## src/rtl/tx_scheduler.sv

```systemverilog
// Transmit scheduler: per-client one-deep pending slots, a round-robin arbiter that
// feeds a grant queue, and a grant FSM that handshakes with the transmitter busy flag.
module tx_scheduler #(
    parameter int unsigned  NREQ    = 4,
    parameter int unsigned  CW      = 16,
    parameter int unsigned  AW      = 3,
    parameter int unsigned  TIMEOUT = 255,
    localparam int unsigned IW      = (NREQ > 1) ? $clog2(NREQ) : 1
) (
    input  logic               clk_i,
    input  logic               rst_ni,
    input  logic [NREQ-1:0]    req_i,
    input  logic [NREQ*CW-1:0] reqcode_i,
    output logic [NREQ-1:0]    reqacpt_o,
    input  logic               tx_busy_i,
    output logic               ack_o,
    output logic [CW-1:0]      ackcode_o,
    output logic [NREQ-1:0]    ackgrant_o,
    output logic [IW-1:0]      sel_o,
    output logic [AW:0]        qcnt_o,
    output logic               overflow_o,
    output logic               timeout_err_o
);

    localparam int unsigned Depth = 2 ** AW;
    localparam int unsigned TW    = (TIMEOUT > 0) ? $clog2(TIMEOUT + 1) : 1;

    typedef enum logic [1:0] {StIdle, StAck, StWaitBusy, StSend} state_e;

    state_e              state_q;
    logic [NREQ-1:0]     pend_q, pend_d, picked;
    logic [CW-1:0]       pcode_q [NREQ];
    logic [IW-1:0]       last_q, pick_idx;
    logic                pick_found;
    int unsigned         arb_idx;
    logic                overflow_q;

    logic [IW+CW-1:0]    mem_q [Depth];
    logic [AW-1:0]       wptr_q, rptr_q;
    logic [AW:0]         cnt_q;
    logic                full, push, pop;
    logic [IW-1:0]       head_idx;
    logic [CW-1:0]       head_code;

    logic                ack_q;
    logic [NREQ-1:0]     ackgrant_q;
    logic [CW-1:0]       ackcode_q;
    logic [IW-1:0]       sel_q;
    logic [TW-1:0]       tmo_q;
    logic                terr_q;

    // Round-robin search for the first pending client after the last one picked.
    always_comb begin
        pick_idx   = last_q;
        pick_found = 1'b0;
        arb_idx    = 0;
        for (int k = 1; k <= int'(NREQ); k++) begin
            arb_idx = (int'(last_q) + k) % NREQ;
            if (!pick_found && pend_q[IW'(arb_idx)]) begin
                pick_found = 1'b1;
                pick_idx   = IW'(arb_idx);
            end
        end
    end

    // Acceptance, pick and queue handshake; a picked slot can be refilled in the same cycle.
    always_comb begin
        full      = (cnt_q == (AW+1)'(Depth));
        push      = pick_found && !full;
        picked    = push ? (NREQ'(1) << pick_idx) : '0;
        reqacpt_o = req_i & (~pend_q | picked);
        pend_d    = (pend_q & ~picked) | reqacpt_o;
        pop       = (state_q == StIdle) && (cnt_q != '0) && !tx_busy_i;
        head_idx  = mem_q[rptr_q][IW+CW-1:CW];
        head_code = mem_q[rptr_q][CW-1:0];
    end

    // Pending slots, captured codes, round-robin pointer and sticky overflow.
    always_ff @(posedge clk_i or negedge rst_ni) begin
        if (!rst_ni) begin
            pend_q     <= '0;
            last_q     <= IW'(NREQ - 1);
            overflow_q <= 1'b0;
            for (int i = 0; i < int'(NREQ); i++) pcode_q[i] <= '0;
        end else begin
            pend_q <= pend_d;
            if (push) last_q <= pick_idx;
            if (|(req_i & ~reqacpt_o)) overflow_q <= 1'b1;
            for (int i = 0; i < int'(NREQ); i++) begin
                if (reqacpt_o[i]) pcode_q[i] <= reqcode_i[i*CW +: CW];
            end
        end
    end

    // Grant queue storage; contents are don't-care whenever the count says empty.
    always_ff @(posedge clk_i) begin
        if (push) mem_q[wptr_q] <= {pick_idx, pcode_q[pick_idx]};
    end

    // Grant queue pointers and occupancy; simultaneous push and pop keeps the count.
    always_ff @(posedge clk_i or negedge rst_ni) begin
        if (!rst_ni) begin
            wptr_q <= '0;
            rptr_q <= '0;
            cnt_q  <= '0;
        end else begin
            if (push) wptr_q <= wptr_q + 1'b1;
            if (pop)  rptr_q <= rptr_q + 1'b1;
            unique case ({push, pop})
                2'b10:   cnt_q <= cnt_q + 1'b1;
                2'b01:   cnt_q <= cnt_q - 1'b1;
                default: cnt_q <= cnt_q;
            endcase
        end
    end

    // Grant FSM with registered ack outputs and busy-rise timeout.
    always_ff @(posedge clk_i or negedge rst_ni) begin
        if (!rst_ni) begin
            state_q    <= StIdle;
            ack_q      <= 1'b0;
            ackgrant_q <= '0;
            ackcode_q  <= '0;
            sel_q      <= '0;
            tmo_q      <= '0;
            terr_q     <= 1'b0;
        end else begin
            ack_q      <= 1'b0;
            ackgrant_q <= '0;
            unique case (state_q)
                StIdle: begin
                    if (pop) begin
                        state_q    <= StAck;
                        ack_q      <= 1'b1;
                        ackgrant_q <= NREQ'(1) << head_idx;
                        ackcode_q  <= head_code;
                        sel_q      <= head_idx;
                    end
                end
                StAck: begin
                    state_q <= StWaitBusy;
                    tmo_q   <= '0;
                end
                StWaitBusy: begin
                    if (tx_busy_i) begin
                        state_q <= StSend;
                    end else if (tmo_q == TW'(TIMEOUT)) begin
                        terr_q  <= 1'b1;
                        state_q <= StIdle;
                    end else begin
                        tmo_q <= tmo_q + TW'(1);
                    end
                end
                StSend: begin
                    if (!tx_busy_i) state_q <= StIdle;
                end
                default: state_q <= StIdle;
            endcase
        end
    end

    assign ack_o         = ack_q;
    assign ackgrant_o    = ackgrant_q;
    assign ackcode_o     = ackcode_q;
    assign sel_o         = sel_q;
    assign qcnt_o        = cnt_q;
    assign overflow_o    = overflow_q;
    assign timeout_err_o = terr_q;

endmodule

```

## config.mk

```make
export PLATFORM = sky130hd
export DESIGN_NAME = tx_scheduler
export DESIGN_NICKNAME = d
export VERILOG_FILES = /design/src/rtl/tx_scheduler.sv
export SDC_FILE = /design/constraint.sdc
export NUM_CORES = 1
export LEC_CHECK = 0
export CAP_MARGIN = 20
export CORE_AREA = 5 5 178 223
export CTS_CLUSTER_DIAMETER = 60
export DETAILED_ROUTE_END_ITERATION = 12
export DIE_AREA = 0 0 183 228
export GPL_TIMING_DRIVEN = 0
export PLACE_DENSITY = 0.45
export SYNTH_ARGS = -nofsm -noshare
export SYNTH_HDL_FRONTEND = slang
export SYNTH_SLANG_ARGS = --single-unit
```

## constraint.sdc

```tcl
create_clock -name clk_i -period 3.23 [get_ports clk_i]
set_input_delay 0.4845 -clock clk_i [delete_from_list [all_inputs] [get_ports clk_i]]
set_output_delay 0.4845 -clock clk_i [all_outputs]
set_load 0.005 [all_outputs]
```

=== Word-level counts from Yosys, hierarchy flattened ===
Memory sizes are Yosys's and may differ from the RTL's.
Index checks and enable logic that the tools add are counted.

* $add $sub $neg: 9
* Order comparisons: 5
* Eq/ne operators: 12
* Shift operators: 2
* Mux-type cells: 35
* Bitwise logic cells: 10
* Reductions and logical operators: 20

{| class="wikitable"
|+ Operators with widths
! operator !! count
|-
| $bmux W16 S2 || 1
|-
| $mux W16 || 2
|-
| $mux W2 || 8
|-
| $mux W8 || 2
|-
| $pmux W8 S2 || 1
|-
| $and A4 B4 Y4 || 3
|-
| $lt A2 B3 Y1 const B || 4
|-
| $mux W1 || 12
|-
| $mux W4 || 3
|-
| $not A4 Y4 || 3
|-
| $reduce_and A3 Y1 || 3
|-
| $add A8 B1 Y8 const B || 1
|-
| $bmux W1 S2 || 4
|-
| $eq A8 B8 Y1 const B || 1
|-
| $ne A2 B2 Y1 const B || 4
|-
| $or A4 B4 Y4 || 2
|-
| $pmux W2 S4 || 1
|-
| $pmux W4 S2 || 1
|-
| $shl A1 B2 Y4 const A || 2
|-
| $add A3 B1 Y3 const B || 2
|-
| $eq A2 B2 Y1 const B || 3
|-
| $logic_and A1 B1 Y1 || 6
|-
| $logic_not A1 Y1 || 5
|-
| $add A2 B1 Y2 const B || 2
|-
| 14 further kinds || 17
|}

* Register bits: 115
* Memory bits (writable): 144
* Input bits: 71
* Logic and storage cells: 111
* Memories: 1

{| class="wikitable"
|+ Memory list
! name !! words !! width !! rd ports !! clocked after memory_dff !! wr ports !! line !! text
|-
| mem_q || 8 || 18 || 1 || 0 || 1 || 38 || <nowiki>logic [IW+CW-1:0] mem_q [Depth];</nowiki>
|}

=== Depth between registers and ports, before layout ===
Gate-level depths: netlist of run 1.

* Word-level depth: 20
* Depth in mapped cells: 12

=== Worst setup path before layout of run 1 ===
Ideal clock, no wire load.

* Kind: register to register
* Start point: register cnt_q[0] (netlist: qcnt_o[0])
* End point: memory mem_q[0][0] in the netlist's numbering (enable)
* Library setup time: 0.439 ns
* Arrival: 3.007 ns
* Setup slack: -0.216 ns
* Cell stages (with the launch flop): 7
* Buffers on the path: 2
* Path through: dfrtp_1 -> clkbuf_1 -> nor4b_4 -> nor2_1 -> inv_1 -> clkbuf_1 -> nor4_1

* Cells in the longest elaborated chain, start to end: 5

{| class="wikitable"
|+ Ends and longest elaborated chain
! item !! line !! text
|-
| start: declaration || 40 || <nowiki>logic [AW:0] cnt_q;</nowiki>
|-
| start signal: assignment || 110 || <nowiki>2'b10: cnt_q <= cnt_q + 1'b1;</nowiki>
|-
| start signal: assignment || 111 || <nowiki>2'b01: cnt_q <= cnt_q - 1'b1;</nowiki>
|-
| start signal: assignment || 112 || <nowiki>default: cnt_q <= cnt_q;</nowiki>
|-
| $eq A4 B4 Y1 || 68 || <nowiki>full = (cnt_q == (AW+1)'(Depth));</nowiki>
|-
| $logic_not A1 Y1 || 69 || <nowiki>push = pick_found && !full;</nowiki>
|-
| $logic_and A1 B1 Y1 || 69 ||
|-
| $mux W1 || 97 || <nowiki>if (push) mem_q[wptr_q] <= {pick_idx, pcode_q[pick_idx]};</nowiki>
|-
| $mux W1 (not written as such) || 97 ||
|-
| end: declaration || 38 ||
|}

Every way passes these cells.

=== Worst setup path in the final report of run 1 ===
* Start point: register cnt_q[0] (netlist: qcnt_o[0])
* End point: output reqacpt_o[3]

* Cells in the longest elaborated chain, start to end: 6

{| class="wikitable"
|+ Ends and longest elaborated chain
! item !! line !! text
|-
| $eq A4 B4 Y1 || 68 ||
|-
| $logic_not A1 Y1 || 69 ||
|-
| $logic_and A1 B1 Y1 || 69 ||
|-
| $mux W4 || 70 || <nowiki>picked = push ? (NREQ'(1) << pick_idx) : '0;</nowiki>
|-
| $or A4 B4 Y4 || 71 || <nowiki>reqacpt_o = req_i & (~pend_q | picked);</nowiki>
|-
| $and A4 B4 Y4 || 71 ||
|-
| end: declaration || 14 || <nowiki>output logic [NREQ-1:0] reqacpt_o,</nowiki>
|}

Every way passes these cells.

==> results of run 1 <==
-- worst max-delay path, delay by kind of cell, from the launching register on --
kind	cells	cell delay [ps]
compound gates	3	490
buf+inv	5	1140
flops	1	400
simple gates	1	40
-- state kept, by name, summed over array words and instances, names as in the netlist, 3 cells and up --
register and count:
mem_q 144, pcode_q 64, ackcode_o 16, tmo_q 8, ackgrant_o 4, pend_q 4, qcnt_o 4, rptr_q 3
wptr_q 3
-- where the power goes --
| group | internal, mW | switching (mW) |
|---|---|---|
| clock | 2.03 | 1.35 |
| sequential | 5.84 | 0.605 |
| combinational | 2.83 | 3.68 |
-- cells by family after synthesis --
family,synth area share
fa+ha+maj,0.00681
flops,0.653
buf+inv,0.0227
compound gates,0.0641
xor+xnor,0.0103
mux,0.169
simple gates,0.0739
-- area by class of cell --
type	instances	area, sq um
buffer	43	246
clock buffer	43	831
clock inverter	13	150
fill	3597	23000
inverter	9	33.8
multi-input combinational	421	3670
sequential	259	7200
tap	486	608
timing repair buffer	125	1300
-- synth_stat cells, types with 2 or more instances --
cell type,count,area [sq um]
edfxtp_1,144,4320
dfrtp_1,113,2830
nand2_1,93,349
mux2i_1,67,671
mux4_2,36,811
o211ai_1,33,248
mux2_1,30,338
nand2b_1,24,150
clkbuf_1,23,86.3
o21ai_0,21,105
o22ai_1,17,106
buf_2,14,70.1
nor2_1,14,52.6
inv_1,7,26.3
nor3_1,7,35.0
xnor2_1,7,61.3
ha_1,6,75.1
xor2_1,6,52.6
a21oi_1,5,25.0
nand3_1,5,25.0
nor2b_1,5,31.3
mux2_2,4,45.0
a21o_1,3,22.5
buf_4,3,22.5
buf_6,3,33.8
o21a_1,3,22.5
a21boi_2,2,22.5
a21oi_2,2,17.5
dfstp_2,2,52.6
nor4_1,2,12.5
nor4b_4,2,47.6
o31ai_1,2,15.0
or2_2,2,12.5
-- layer usage --
layer | share of wire | GRT usage | vias up | wire, um
met5 | 0 | 0 | - | 0
met4 | 0.018 | 0.0342 | 0 | 478
met3 | 0.041 | 0.0213 | 36 | 1110
met2 | 0.50 | 0.225 | 132 | 13700
met1 | 0.44 | 0.174 | 3288 | 11900
li1 | - | - | 3063 | -
-- per-stage QoR --
step | setup WS, ps | utilization | power [mW] | cells
floorplan | 239 | - | 10.5 | 733
global placement | -3510 | 0.342 | 12.8 | 1321
detailed placement | -342 | 0.348 | 13.1 | 1335
CTS | -1.55 | 0.378 | 16.6 | 1398
global route | 8.81 | 0.379 | 17.5 | 1399
finish | 127 | 0.379 | 16.3 | 1399
-- worst max-delay path by stage --
| stage | startpoint | end | cells after the start |
|---|---|---|---|
| 6_report | qcnt_o[0]$_DFFE_PN0P_ | reqacpt_o[3] | 9 |
| 5_1_grt | qcnt_o[0]$_DFFE_PN0P_ | reqacpt_o[3] | 9 |
| 4_1_cts | qcnt_o[0]$_DFFE_PN0P_ | reqacpt_o[3] | 9 |
| 3_5_place_dp | qcnt_o[0]$_DFFE_PN0P_ | qcnt_o[2]$_DFFE_PN0P_ | 12 |
| 3_3_place_gp | rst_ni | ackcode_o[15]$_DFFE_PN0P_ | 1 |
| 2_1_floorplan | qcnt_o[0]$_DFFE_PN0P_ | mem_q[2][0]$_DFFE_PP_ | 6 |
-- what timing repair did --
item | in CTS | in global routing
endpoints found under the setup margin | 7 | 3
gates resized for setup | 11 | 10
endpoints found under the hold margin | 50 | 0
hold buffers | 1 | 0
buffers inserted | 7 | 1
pin swaps | 6 | 1
==> impl_metrics.py, run 1 <==
metrics = {
    "timing": {
        "slew_headroom": 0.392,
        "final.setup_skew_ps": 15.8,
        "worst_pin_slew_ps": 912,
        "holdWs_ps": 449,
        "period_share": 0.961,
        "finalSetupTns_ps": 0,
        "hold_viol": 0,
        "maxSlewViolCount": 0,
        "rsz0062_at_grt": "no",
        "max_freq_ghz": 0.322,
        "setup_viol": 0,
        "period_needed_ps": 3100,
    },
    "cts": {
        "root_buffer": "clkbuf_16",
        "clockBufferDepth": 3,
        "numCtsBuffers": 30,
        "clkSinkCount": 259,
        "cts_tree": "built",
        "htreeDepth": 1,
        "path_clk_slew_ps": 60,
        "insertion_delay_ps": 550,
    },
    "yosys": {
        "avgSynthCellArea_sq_um": 15.0,
        "seq_area_frac_synth": 0.653,
        "synth_seq_cells": 259,
        "synth_warnings": 0,
        "synth_nets": 810,
        "syn_area_sq_um": 11000,
        "synth_edf_count": 144,
        "netlist-cell-type-count": 59,
        "syn_inst": 733,
        "synthArstFlopShare": 0.444,
        "synthFlopType": "edfxtp_1",
    },
    "drt": {
        "routed_wl_um": 27200,
        "drt_first_iter_violations": 321,
        "vias": 6519,
        "wl_per_cell_um": 19.4,
        "vias_per_cell": 4.66,
        "route.detailed.drc": 0,
        "firstDrtPassIters": 4,
        "postRouteAntennaNets": 0,
    },
    "global_route": {
        "overflow": 0,
        "grt_max_degree": 66,
        "antenna_found_initial": 0,
        "grt_use_total": 0.132,
        "grt_first_pass_wirelength_um": 43200,
        "grt_pass1_vias": 7225,
    },
    "final_layout": {
        "layout-drive-gt1-share": 0.171,
        "postLayoutCellArea_sq_um": 14000,
        "fin_nets": 966,
        "layout-area-overhead-vs-synth_pct": 27.3,
        "num_antenna_cells": 0,
        "final_cell_mix": "edfxtp_1, dfrtp_1, clkdlybuf4s50_1",
        "final_common_cell": "edfxtp_1",
    },
    "placed_design": {
        "io_buffers": 102,
        "gp_congestion": 0.707,
        "placed_area_sq_um": 12900,
        "hpwl_um": 19200,
    },
    "run": {
        "maxCapViolCount": 0,
    },
    "worst_setup_path": {
        "rr_startpoint": "last_q[1]$_DFFE_PN1P_",
        "slowest_stage": "clkdlybuf4s50_1",
        "worstPathMaxFanout": 10,
        "start_kind": "flip-flop",
        "cp_common_cell": "buf_4",
        "r2r_cells": 8,
        "arrival_ps": 2620,
        "end_kind": "output pin",
        "r2r_slack_ps": 370,
        "cpPeakStageDelay_ps": 510,
        "crit_required_ps": 2750,
        "crit_type": "reg -> out",
        "cp_cell_sequence": "buf_6 -> nor4b_4 -> buf_4 -> buf_4 -> a31oi_1 -> o31ai_2 -> a21boi_4 -> buf_12 -> clkdlybuf4s50_1",
        "timing.rr.end": "mem_q[7][12]$_DFFE_PP_",
    },
    "floorplanning": {
        "fp.dieH_um": 228,
        "initial_core_util": 0.298,
        "die_w_um": 183,
        "io_pins": 104,
        "rows": 79,
        "die-area_sq_um": 41700,
        "core-area_sq_um": 37100,
    },
    "hold_path": {
        "worstHoldPathType": "in -> async",
    },
    "power": {
        "ir_drop_mv": 0.419,
        "pwr_density_cell_nw_per_um2": 1160,
        "power_leakage_nw": 5.27,
    },
    "run_status": {
        "outcome": "complete, no violations",
    },
}
Note: power is estimated with default switching activity, not from simulation.
==> run 2, diff against run 1 <==
Settings changed: CORE_AREA 5 5 178 223 to 5 5 133 167, DIE_AREA 0 0 183 228 to 0 0 138 172, PLACE_DENSITY 0.45 to 0.73.
Clock period 3.23 ns to 3.4 ns, I/O delays scaled along.
==> impl_metrics.py, run 2 (synthesized netlist as in run 1, its figures left out) <==
metrics = {
    "drt": {
        "route.met3.wl_um": 1220,
        "wl_met1_um": 9540,
        "vias_per_cell": 5.69,
        "routed_wl_um": 24200,
        "top_layer": "met4",
        "vias": 6645,
        "firstDrtPassIters": 5,
        "postRouteAntennaNets": 0,
        "wl_met2_um": 12900,
        "wl_per_cell_um": 20.8,
        "route.detailed.drc": 0,
        "drt_first_iter_violations": 467,
    },
    "placed_design": {
        "hpwl_um": 17000,
        "gp_congestion": 0.825,
        "io_buffers": 102,
        "placed_area_sq_um": 12600,
    },
    "global_route": {
        "antenna_found_initial": 0,
        "overflow": 0,
        "grt_use_total": 0.206,
        "grt_first_pass_wirelength_um": 38900,
        "grt_pass1_vias": 7126,
        "grt_max_degree": 71,
    },
    "timing": {
        "setup_viol": 0,
        "slew_headroom": 0.334,
        "period_needed_ps": 3310,
        "final.setup_skew_ps": 8.84,
        "hold_viol": 0,
        "maxSlewViolCount": 0,
        "period_share": 0.975,
        "rsz0062_at_grt": "no",
        "worst_pin_slew_ps": 994,
        "max_freq_ghz": 0.302,
    },
    "run": {
        "maxCapViolCount": 0,
    },
    "cts": {
        "clockBufferDepth": 3,
        "numCtsBuffers": 24,
        "htreeDepth": 1,
        "path_clk_slew_ps": 60,
        "root_buffer": "clkbuf_16",
        "insertion_delay_ps": 510,
        "clkSinkCount": 259,
        "cts_tree": "built",
    },
    "floorplanning": {
        "core-area_sq_um": 20500,
        "die_w_um": 138,
        "die-area_sq_um": 23700,
        "rows": 59,
        "initial_core_util": 0.537,
        "fp.dieH_um": 172,
        "io_pins": 104,
    },
    "hold_path": {
        "worstHoldPathType": "reg -> reg",
        "hold_depth": 2,
    },
    "final_layout": {
        "regMostFlops": "mem_q",
        "fill_cells": 1484,
        "fin_nets": 953,
        "largest_reg_flops": 144,
        "final_cell_mix": "edfxtp_1, dfrtp_1, clkdlybuf4s50_1",
        "regArea_sq_um": 7200,
        "layout-area-overhead-vs-synth_pct": 21.7,
        "final_common_cell": "edfxtp_1",
        "layout-drive-gt1-share": 0.158,
        "multi_input_comb_area_sq_um": 3640,
        "num_antenna_cells": 0,
        "postLayoutCellArea_sq_um": 13400,
    },
    "power": {
        "comb_power_share": 0.406,
        "power_leakage_nw": 5.10,
        "ir_drop_mv": 0.598,
        "p_int_mw": 9.56,
        "power.share.switching": 0.352,
        "pwr_density_cell_nw_per_um2": 1100,
        "pwr-share-seq": 0.420,
        "switching_power_mw": 5.19,
        "p_total_mw": 14.7,
        "clockPowerShare": 0.174,
    },
    "worst_setup_path": {
        "start_kind": "flip-flop",
        "crit_required_ps": 2890,
        "worstPathMaxFanout": 9,
        "r2r_cells": 11,
        "arrival_ps": 2800,
        "crit_type": "reg -> out",
        "end_kind": "output pin",
    },
    "run_status": {
        "outcome": "complete, no violations",
    },
}
run 2: cell types whose count changed in the layout (fill, tap and decap cells not counted), moves of 2 or more:
cell / before / now
clkbuf_1: 32 / 26
buf_6: 12 / 10
clkbuf_16: 31 / 25
buf_4: 11 / 7
clkinv_4: 0 / 2
bufinv_16: 3 / 1
buf_12: 2 / 0
clkinv_2: 2 / 6
run 2: worst paths after layout:
path                                           startpoint                        end  slack, ps
max in group asynchronous                          rst_ni      last_q[1]$_DFFE_PN1P_       2190
min in group asynchronous                          rst_ni    pcode_q[11]$_DFFE_PN0P_        490
worst max-delay path                qcnt_o[0]$_DFFE_PN0P_               reqacpt_o[0]         90
worst min-delay path            ackcode_o[12]$_DFFE_PN0P_  ackcode_o[12]$_DFFE_PN0P_        480
worst min register to register  ackcode_o[12]$_DFFE_PN0P_  ackcode_o[12]$_DFFE_PN0P_        480
worst max register to register      qcnt_o[0]$_DFFE_PN0P_      qcnt_o[2]$_DFFE_PN0P_        370
run 2: metrics by stage:
step                       util  setup WS [ps]  hold slack [ps]  setup TNS (ps)  std cells
after floorplan               -            409              214               0        733
after global placement    0.604          -2540              460         -357560       1109
after detailed placement  0.614          -10.5              465           -10.5       1120
after CTS                 0.653           22.2              478               0       1168
after global routing      0.654           5.16              507               0       1168
final                     0.654           86.3              475               0       1168
run 2: worst max-delay path: stages, from the launching register on:
cell	delay, ps
dfrtp_1	400
clkbuf_1	210
nor4b_4	540
a21oi_2	140
a21boi_2	420
nor2b_1	110
clkdlybuf4s50_1	470
run 2: cell type report:
class	instances	area share
plain buffers	42	0.0160
clock buffers	29	0.0477
clock inverters	15	0.00811
inverters	9	0.00252
multi-input cells	421	0.271
flip-flops and latches	259	0.537
well taps	274	0.0255
repair buffers	119	0.0922
run 2: per-layer routing:
layer  global-route usage  vias to the layer above
met5                    0                        -
met4               0.0602                        0
met3               0.0274                       50
met2                0.377                      209
met1                0.259                     3351
li1                     -                     3035
run 2: power groups by stage:
stage | combinational, mW | sequential (mW) | clock, mW
2_1_floorplan | 3.97 | 6.01 | 0
3_3_place_gp | 5.52 | 6.11 | 0
3_5_place_dp | 5.94 | 6.23 | 0
4_1_cts | 6.02 | 6.19 | 2.60
5_1_grt | 6.55 | 6.32 | 2.74
6_report | 5.99 | 6.19 | 2.57
run 2: timing repair:
item,in CTS,in global routing
pin swaps,5,2
hold buffers,1,0
gates resized for setup,2,3
endpoints found under the hold margin,45,0
setup endpoints to repair,5,2
buffers inserted,3,2
